**src/rtl/decoder_pkg.sv**
```systemverilog
// Shared definitions for the scanned 3-to-8 decoder.
// State encoding, blank pattern and default dwell width.
package decoder_pkg;

    localparam int DEF_DWELL_W = 8;

    localparam logic [1:0] ST_IDLE = 2'd0;
    localparam logic [1:0] ST_HOLD = 2'd1;
    localparam logic [1:0] ST_SCAN = 2'd2;

    localparam logic [7:0] BLANK = 8'hFF;

    typedef enum logic [1:0] {
        IDLE = ST_IDLE,
        HOLD = ST_HOLD,
        SCAN = ST_SCAN
    } stateT;

endpackage

```
**src/rtl/dec38_comb.sv**
```systemverilog
// Combinational 3-to-8 decode, active-low enable,
// active-low one-cold select.
module dec38_comb
    import decoder_pkg::*;
(
    input  logic [2:0] code,
    input  logic       enN,
    output logic [7:0] sel
);

    always_comb begin
        sel = BLANK;
        if (!enN) sel[code] = 1'b0;
    end

endmodule

```
**src/rtl/decoder38_scan.sv**
```systemverilog
// Registered 3-to-8 decoder with direct handshake and auto-scan.
// Define DECODER_BLANK_EN for a blank cycle between scan slots.
module decoder38_scan
    import decoder_pkg::*;
#(
    parameter int DWELL_W = DEF_DWELL_W
) (
    input  logic               iClk,
    input  logic               iRst,
    input  logic               iEI,
    input  logic               iMode,
    input  logic               iValid,
    output logic               oReady,
    input  logic [2:0]         iData,
    input  logic [DWELL_W-1:0] iDwell,
    output logic [7:0]         oData,
    output logic [2:0]         oCode,
    output logic               oWrap
);

    stateT              state, stateNext;
    logic [DWELL_W-1:0] cnt, cntNext;
    logic [2:0]         codeNext;
    logic               blank, blankNext;
    logic               wrapNext;
    logic               readyNext;
    logic               activeNext;
    logic [7:0]         selNext;

    always_comb begin
        stateNext = state;
        cntNext   = cnt;
        codeNext  = oCode;
        blankNext = blank;
        wrapNext  = 1'b0;
        if (!iEI) begin
            unique case (state)
                IDLE: begin
                    if (oReady && iValid) begin
                        stateNext = HOLD;
                        codeNext  = iData;
                        cntNext   = iDwell;
                    end else if (iMode) begin
                        stateNext = SCAN;
                        codeNext  = 3'd0;
                        cntNext   = iDwell;
                        blankNext = 1'b0;
                    end
                end
                HOLD: begin
                    if (cnt == '0) stateNext = IDLE;
                    else cntNext = cnt - DWELL_W'(1);
                end
                SCAN: begin
`ifdef DECODER_BLANK_EN
                    if (blank) begin
                        blankNext = 1'b0;
                        cntNext   = iDwell;
                    end else if (cnt != '0) begin
                        cntNext = cnt - DWELL_W'(1);
                    end else if (!iMode) begin
                        stateNext = IDLE;
                    end else begin
                        // code advances during the blank gap
                        codeNext  = oCode + 3'd1;
                        blankNext = 1'b1;
                        wrapNext  = (oCode == 3'd7);
                    end
`else
                    if (cnt != '0) begin
                        cntNext = cnt - DWELL_W'(1);
                    end else if (!iMode) begin
                        stateNext = IDLE;
                    end else begin
                        codeNext = oCode + 3'd1;
                        cntNext  = iDwell;
                    end
`endif
                end
                default: stateNext = IDLE;
            endcase
        end
`ifndef DECODER_BLANK_EN
        // pulse lands on the final cycle of slot 7
        wrapNext = !iEI && stateNext == SCAN &&
                   codeNext == 3'd7 && cntNext == '0;
`endif
    end

    assign readyNext  = !iEI && stateNext == IDLE && !iMode;
    assign activeNext = !iEI &&
                        (stateNext == HOLD ||
                         (stateNext == SCAN && !blankNext));

    dec38_comb uDec (
        .code (codeNext),
        .enN  (!activeNext),
        .sel  (selNext)
    );

    always_ff @(posedge iClk) begin
        if (iRst) begin
            state  <= IDLE;
            cnt    <= '0;
            oCode  <= 3'd0;
            blank  <= 1'b0;
            oData  <= BLANK;
            oReady <= 1'b0;
            oWrap  <= 1'b0;
        end else begin
            state  <= stateNext;
            cnt    <= cntNext;
            oCode  <= codeNext;
            blank  <= blankNext;
            oData  <= selNext;
            oReady <= readyNext;
            oWrap  <= wrapNext;
        end
    end

endmodule

```
**config.mk**
```make
export PLATFORM = sky130hd
export DESIGN_NAME = decoder38_scan
export DESIGN_NICKNAME = d
export VERILOG_FILES = /design/src/rtl/decoder_pkg.sv /design/src/rtl/dec38_comb.sv /design/src/rtl/decoder38_scan.sv
export SDC_FILE = /design/constraint.sdc
export NUM_CORES = 1
export LEC_CHECK = 0
export ABC_AREA = 1
export BUFFER_PORTS_ARGS = -buffer_cell sky130_fd_sc_hd__buf_2
export CORE_UTILIZATION = 37
export DETAILED_ROUTE_END_ITERATION = 6
export SLEW_MARGIN = 25
export SYNTH_ARGS = -nofsm -noshare
export SYNTH_HDL_FRONTEND = slang
export SYNTH_SLANG_ARGS = --single-unit
export TNS_END_PERCENT = 50
```
**constraint.sdc**
```tcl
create_clock -name iClk -period 2.8 [get_ports iClk]
set_clock_uncertainty 0.2 [all_clocks]
set_input_delay 0.28 -clock iClk [delete_from_list [all_inputs] [get_ports iClk]]
set_output_delay 0.28 -clock iClk [all_outputs]
set_load 0.05 [all_outputs]
```
Word level (Yosys, flattened, before mapping)

Index checks and enable logic that the tools add are counted.

Reductions and logical operators: 19
Equality and inequality tests: 5
Order comparisons: 2
$add $sub $neg: 2
Bitwise logic cells: 2
Muxes and demuxes: 25

Operators by type and width:

| cell                                                       | number |
|---|---|
| two-way mux 8 bit                                          | 5 |
| one-hot mux 8 bit (3 select lines)                         | 1 |
| zero test 8 bit                                            | 2 |
| two-way mux 3 bit                                          | 5 |
| two-way mux 2 bit                                          | 6 |
| logical AND 1 bit                                          | 9 |
| NOT 8 bit                                                  | 1 |
| nonzero test 8 bit                                         | 1 |
| subtractor 8 x 1 -> 8 bit, second input constant           | 1 |
| one-hot mux 2 bit (3 select lines)                         | 1 |
| one-hot mux 3 bit (2 select lines)                         | 1 |
| two-way mux 1 bit                                          | 5 |
| == test 2 x 1 -> 1 bit, second input constant              | 2 |
| == test 2 bit, second input constant                       | 2 |
| zero test 2 bit                                            | 2 |
| less-than comparator 3 x 4 -> 1 bit, second input constant | 1 |
| adder 3 x 1 -> 3 bit, second input constant                | 1 |
| demux 1 bit (select 3 bit)                                 | 1 |
| == test 3 bit, second input constant                       | 1 |
| >= comparator 3 x 1 -> 1 bit, second input constant        | 1 |
| zero test 1 bit                                            | 3 |
| OR reduction 2 bit                                         | 1 |
| logical OR 1 bit                                           | 1 |
| NOT 1 bit                                                  | 1 |

Register bits after elaboration: 24
Output and inout bits: 13
Word-level logic and storage cells: 62

Depth between registers and ports, before layout

Depth in word-level cells: 10
Depth in mapped cells: 14

Hierarchy

From an unflattened synthesis, not the netlist that was laid out.

Cells, all modules: 288
Area total of the unflattened synthesis: 1679.1 sq um

Modules (own cells, without submodules):

| module         | sequential area each (sq um) | cells an instance | times used | area an instance (sq um) |
|---|---|---|---|---|
| decoder38_scan | 480.5                        | 270               | 1          | 1601.5 |
| dec38_comb     | 0.0                          | 18                | 1          | 77.6 |

Worst setup path after synthesis

OpenSTA, ideal clock, no wires.

Path type: reg-to-reg
From: register oReady
To: register oData[2]
Setup slack: 0.740 ns
Arrival: 1.743 ns
Stages on the path, launching flop included: 12
Required time: 2.482 ns
Cells stage by stage: dfxtp_1 nand2_1 inv_1 nand2_2 inv_2 nor2_1 nand2_1 nand2_2 o21ai_1 nand2_2 nor2_4 nand2_1

Longest elaborated chain between the ends: 10

RTL lines:

| item                                                                        | line                  | text |
|---|---|---|
| from (decl)                                                                 | decoder38_scan.sv:13  | `output logic oReady,` |
| from (signal assigned)                                                      | decoder38_scan.sv:116 | `oReady <= readyNext;` |
| logical AND 1 bit (*)                                                       | decoder38_scan.sv:39  | `if (oReady && iValid) begin` |
| branches (longest 9 deep; another with less-than comparator 3 x 4 -> 1 bit) | n/a                   |  |
| to (signal assigned)                                                        | decoder38_scan.sv:115 | `oData <= selNext;` |
| to (decl)                                                                   | decoder38_scan.sv:16  | `output logic [7:0] oData,` |

Mark *: on every way between the ends.
A chain may end at the register's enable or synchronous reset.

Worst setup path in the final report

From: register cnt[0]
To: register oData[3]

Longest elaborated chain between the ends: 10

RTL lines:

| item                                                                         | line                  | text |
|---|---|---|
| from (decl)                                                                  | decoder38_scan.sv:22  | `logic [DWELL_W-1:0] cnt, cntNext;` |
| from (signal assigned)                                                       | decoder38_scan.sv:112 | `cnt <= cntNext;` |
| branches (longest 10 deep; another with less-than comparator 3 x 4 -> 1 bit) | n/a                   |  |

Several ways; the timed one is not identified.

==> metrics.md <==
| Metric | Value |
|---|---|
| Status | `complete, no violations` |
| Total CTS buffers | `3` |
| Residual DRC | `0` |
| Core area | `roughly 0.0041 mm^2` |
| Ys Warns | `0` |
| Final antenna-violating net count | `0` |
| Static leakage | `around 0.94 nW` |
| Post-route setup slack | `0.533 ns` |
| I/O Buffers | `28` |
| Cell Pwr Density | `533 mW/mm^2` |
| FF+latch count, synth | `24` |
| Largest net degree at the start of global routing | `18` |
| Final WL | `4.20 mm` |
| Tightest Hold Check Type | `primary input to flip-flop` |
| First-pass DRT Iterations | `4` |
| CTS clock-pin slew for the worst setup and hold paths | `~0.08 ns` |
| Util after Layout | `45.7%` |
| Worst Path Arrival | `between 2 and 2.5 ns` |
| First-pass GRT wire length | `between 6 and 7 mm` |
| Max-slew violation count | `0` |
| Die Width | `slightly below 70 um` |
| Commonest non-fill, non-tap cell in the layout | `nand2_1` |
| Hold Vio Cnt, Final | `0` |
| Synth Cell Area | `0.00163 mm^2` |
| Critical path class | `flip-flop to flip-flop` |
| Latest clock arrival within the worst-skew pair | `0.27 ns` |
| Most frequent cells in the layout | `nand2_1, nor2_1, buf_2` |
| Placer's final routability congestion estimate | `0.994` |
| Wire per inst | `11.8 um` |
| Post-synthesis cell count | `279` |
| Element type at the critical path end | `flip-flop` |
| Cell variety after synth | `25` |
| Inst Count DP | `approximately 350` |
| DP Worst Slack | `about 0.53 ns` |
| Nets | `around 330` |
| Peak VDD IR | `366 uV` |
| CP startpoint kind | `flip-flop` |
| Post-cts resize count | `0` |
| Area grow syn2layout | `15.0%` |
| CTS root buf | `clkbuf_8` |
| Crit path required time | `2.76 ns` |
| CTS tree | `yes` |
| Total Die Area | `roughly 0.0047 mm^2` |
| I/O Pins | `29` |
| Worst slew pin tran | `just under 0.5 ns` |
| Max Cap Viol | `0` |
| CTS max path bufs | `2` |
| Initial Util | `39.7%` |
| Num rows | `23` |
| Setup TNS | `0 ns` |
| Syn nets | `298` |
| Total gr overflow | `0` |
| Max FO, Critical Path | `11` |
| Avg Cell Area, Syn | `5.86 um^2` |
| Initial antenna violation count | `0` |
| Overall Global Routing Usage | `between 20 and 25%` |
| Post-synthesis sequential area ratio | `29.4%` |
| Max-slew headroom | `approximately 67%` |
| Fill cells | `~450` |
| H-tree levels | `1` |
| Clk sinks | `24` |
| Vias in the first global route | `1,559` |
| DRT iter0 DRCs | `202` |
| Fin crit period | `roughly 2.3 ns` |
| Final setup violation count | `0` |
| N_diodes | `0` |
| Hold buffer count at cts | `0` |
| Die Ht | `68.5 um` |
| RSZ-0062 raised after global routing | `no` |
| Layout cells sized above 1 | `17.6%` |
| Final cell count without fillers | `about 360` |
| Post-CTS Setup Bufs | `0` |
| Fmax | `between 0.4 and 0.5 GHz` |
| Dpl hpwl | `around 3.3 mm` |
| Via count | `1,735` |
| Final worst-path cycle share | `approximately four fifths` |
| Routed vias/inst | `roughly 4.9` |
==> power by group <==
| group | internal (mW) | leakage [nW] | switching, mW |
|---|---|---|---|
| clock network | 0.191 | 0.0357 | 0.107 |
| registers | 0.360 | 0.197 | 0.0210 |
| logic | 0.101 | 0.712 | 0.222 |
| total | 0.652 | 0.944 | 0.350 |
==> per-layer routing <==
metal  track usage (%)  wire (um)
met1              27.8       2080
met2              30.9       1800
met3              2.83        216
met4              9.11         98
met5                 0          0
==> worst max-delay path, cell delays in order, from the launching register on <==
cell	delay (ns)
dfxtp_1	0.31
inv_1	0.16
ha_1	0.27
nand2_2	0.10
nor2_2	0.36
nand3_1	0.12
nand2_1	0.08
nand3_1	0.06
nand2_1	0.06
nand2_1	0.06
o21ai_2	0.10
inv_1	0.09
nor2_1	0.13
nand2_1	0.06
==> flip-flops by register name, summed over array words and instances (netlist names) <==
name,cells
blank,1
cnt,8
oCode,3
oData,8
oReady,1
oWrap,1
state,2
==> cell families after synthesis <==
logic type	Yosys count	synth area share, %
AOI/OAI and AO/OA	34	11.6
xor gates and xnor gates	2	1.07
adders and majority gates	3	2.30
buffers and inverters	37	9.11
DFF	24	29.4
and+or+nand+nor	179	46.5
==> through the flow <==
| step | instance area (um^2) | hold slack, ns | total power [mW] |
|---|---|---|---|
| finish | 1880 | 0.141 | 1.00 |
| floorplan | 1630 | 0.149 | 0.635 |
| detailed placement | 1810 | 0.267 | 0.707 |
| global route | 1880 | 0.166 | 1.07 |
| global placement | 1810 | 0.273 | 0.713 |
| CTS | 1880 | 0.146 | 1.01 |
==> layout make-up <==
type | instances | area [um^2] | share of cell area (%)
Clock inverter | 1 | 30.0 | 1.60
Multi-Input combinational cell | 218 | 1000 | 53.5
Tap cell | 50 | 62.6 | 3.33
Sequential cell | 24 | 480 | 25.6
Clock buffer | 3 | 41.3 | 2.20
Inverter | 32 | 120 | 6.39
Timing Repair Buffer | 28 | 140 | 7.46
==> cell usage after synthesis <==
cell type | instances | area [um^2]
a21oi_1 | 11 | 55.1
a21oi_2 | 2 | 17.5
buf_2 | 2 | 10.0
buf_6 | 1 | 11.3
clkbuf_1 | 2 | 7.51
dfxtp_1 | 24 | 480
ha_1 | 3 | 37.5
inv_1 | 27 | 101
inv_2 | 5 | 18.8
nand2_1 | 101 | 379
nand2_2 | 5 | 31.3
nand3_1 | 19 | 95.1
nand3b_1 | 1 | 7.51
nand4_1 | 2 | 12.5
nor2_1 | 42 | 158
nor2_2 | 4 | 25.0
nor2_4 | 4 | 45.0
nor4_1 | 1 | 6.26
o211ai_1 | 1 | 7.51
o21a_1 | 1 | 7.51
o21ai_0 | 15 | 75.1
o21ai_1 | 2 | 10.0
o21ai_2 | 2 | 17.5
xnor2_1 | 1 | 8.76
xor2_1 | 1 | 8.76
==> worst paths after layout <==
check | slack, ns | end | startpoint | cells past startpoint
max | 0.53 | oData[3] | cnt[0] | 13
min | 0.14 | state[0] | iRst | 2
max reg2reg | 0.53 | oData[3] | cnt[0] | 13
min reg2reg | 0.28 | blank | blank | 2
Power figures use the tool's default switching activity.
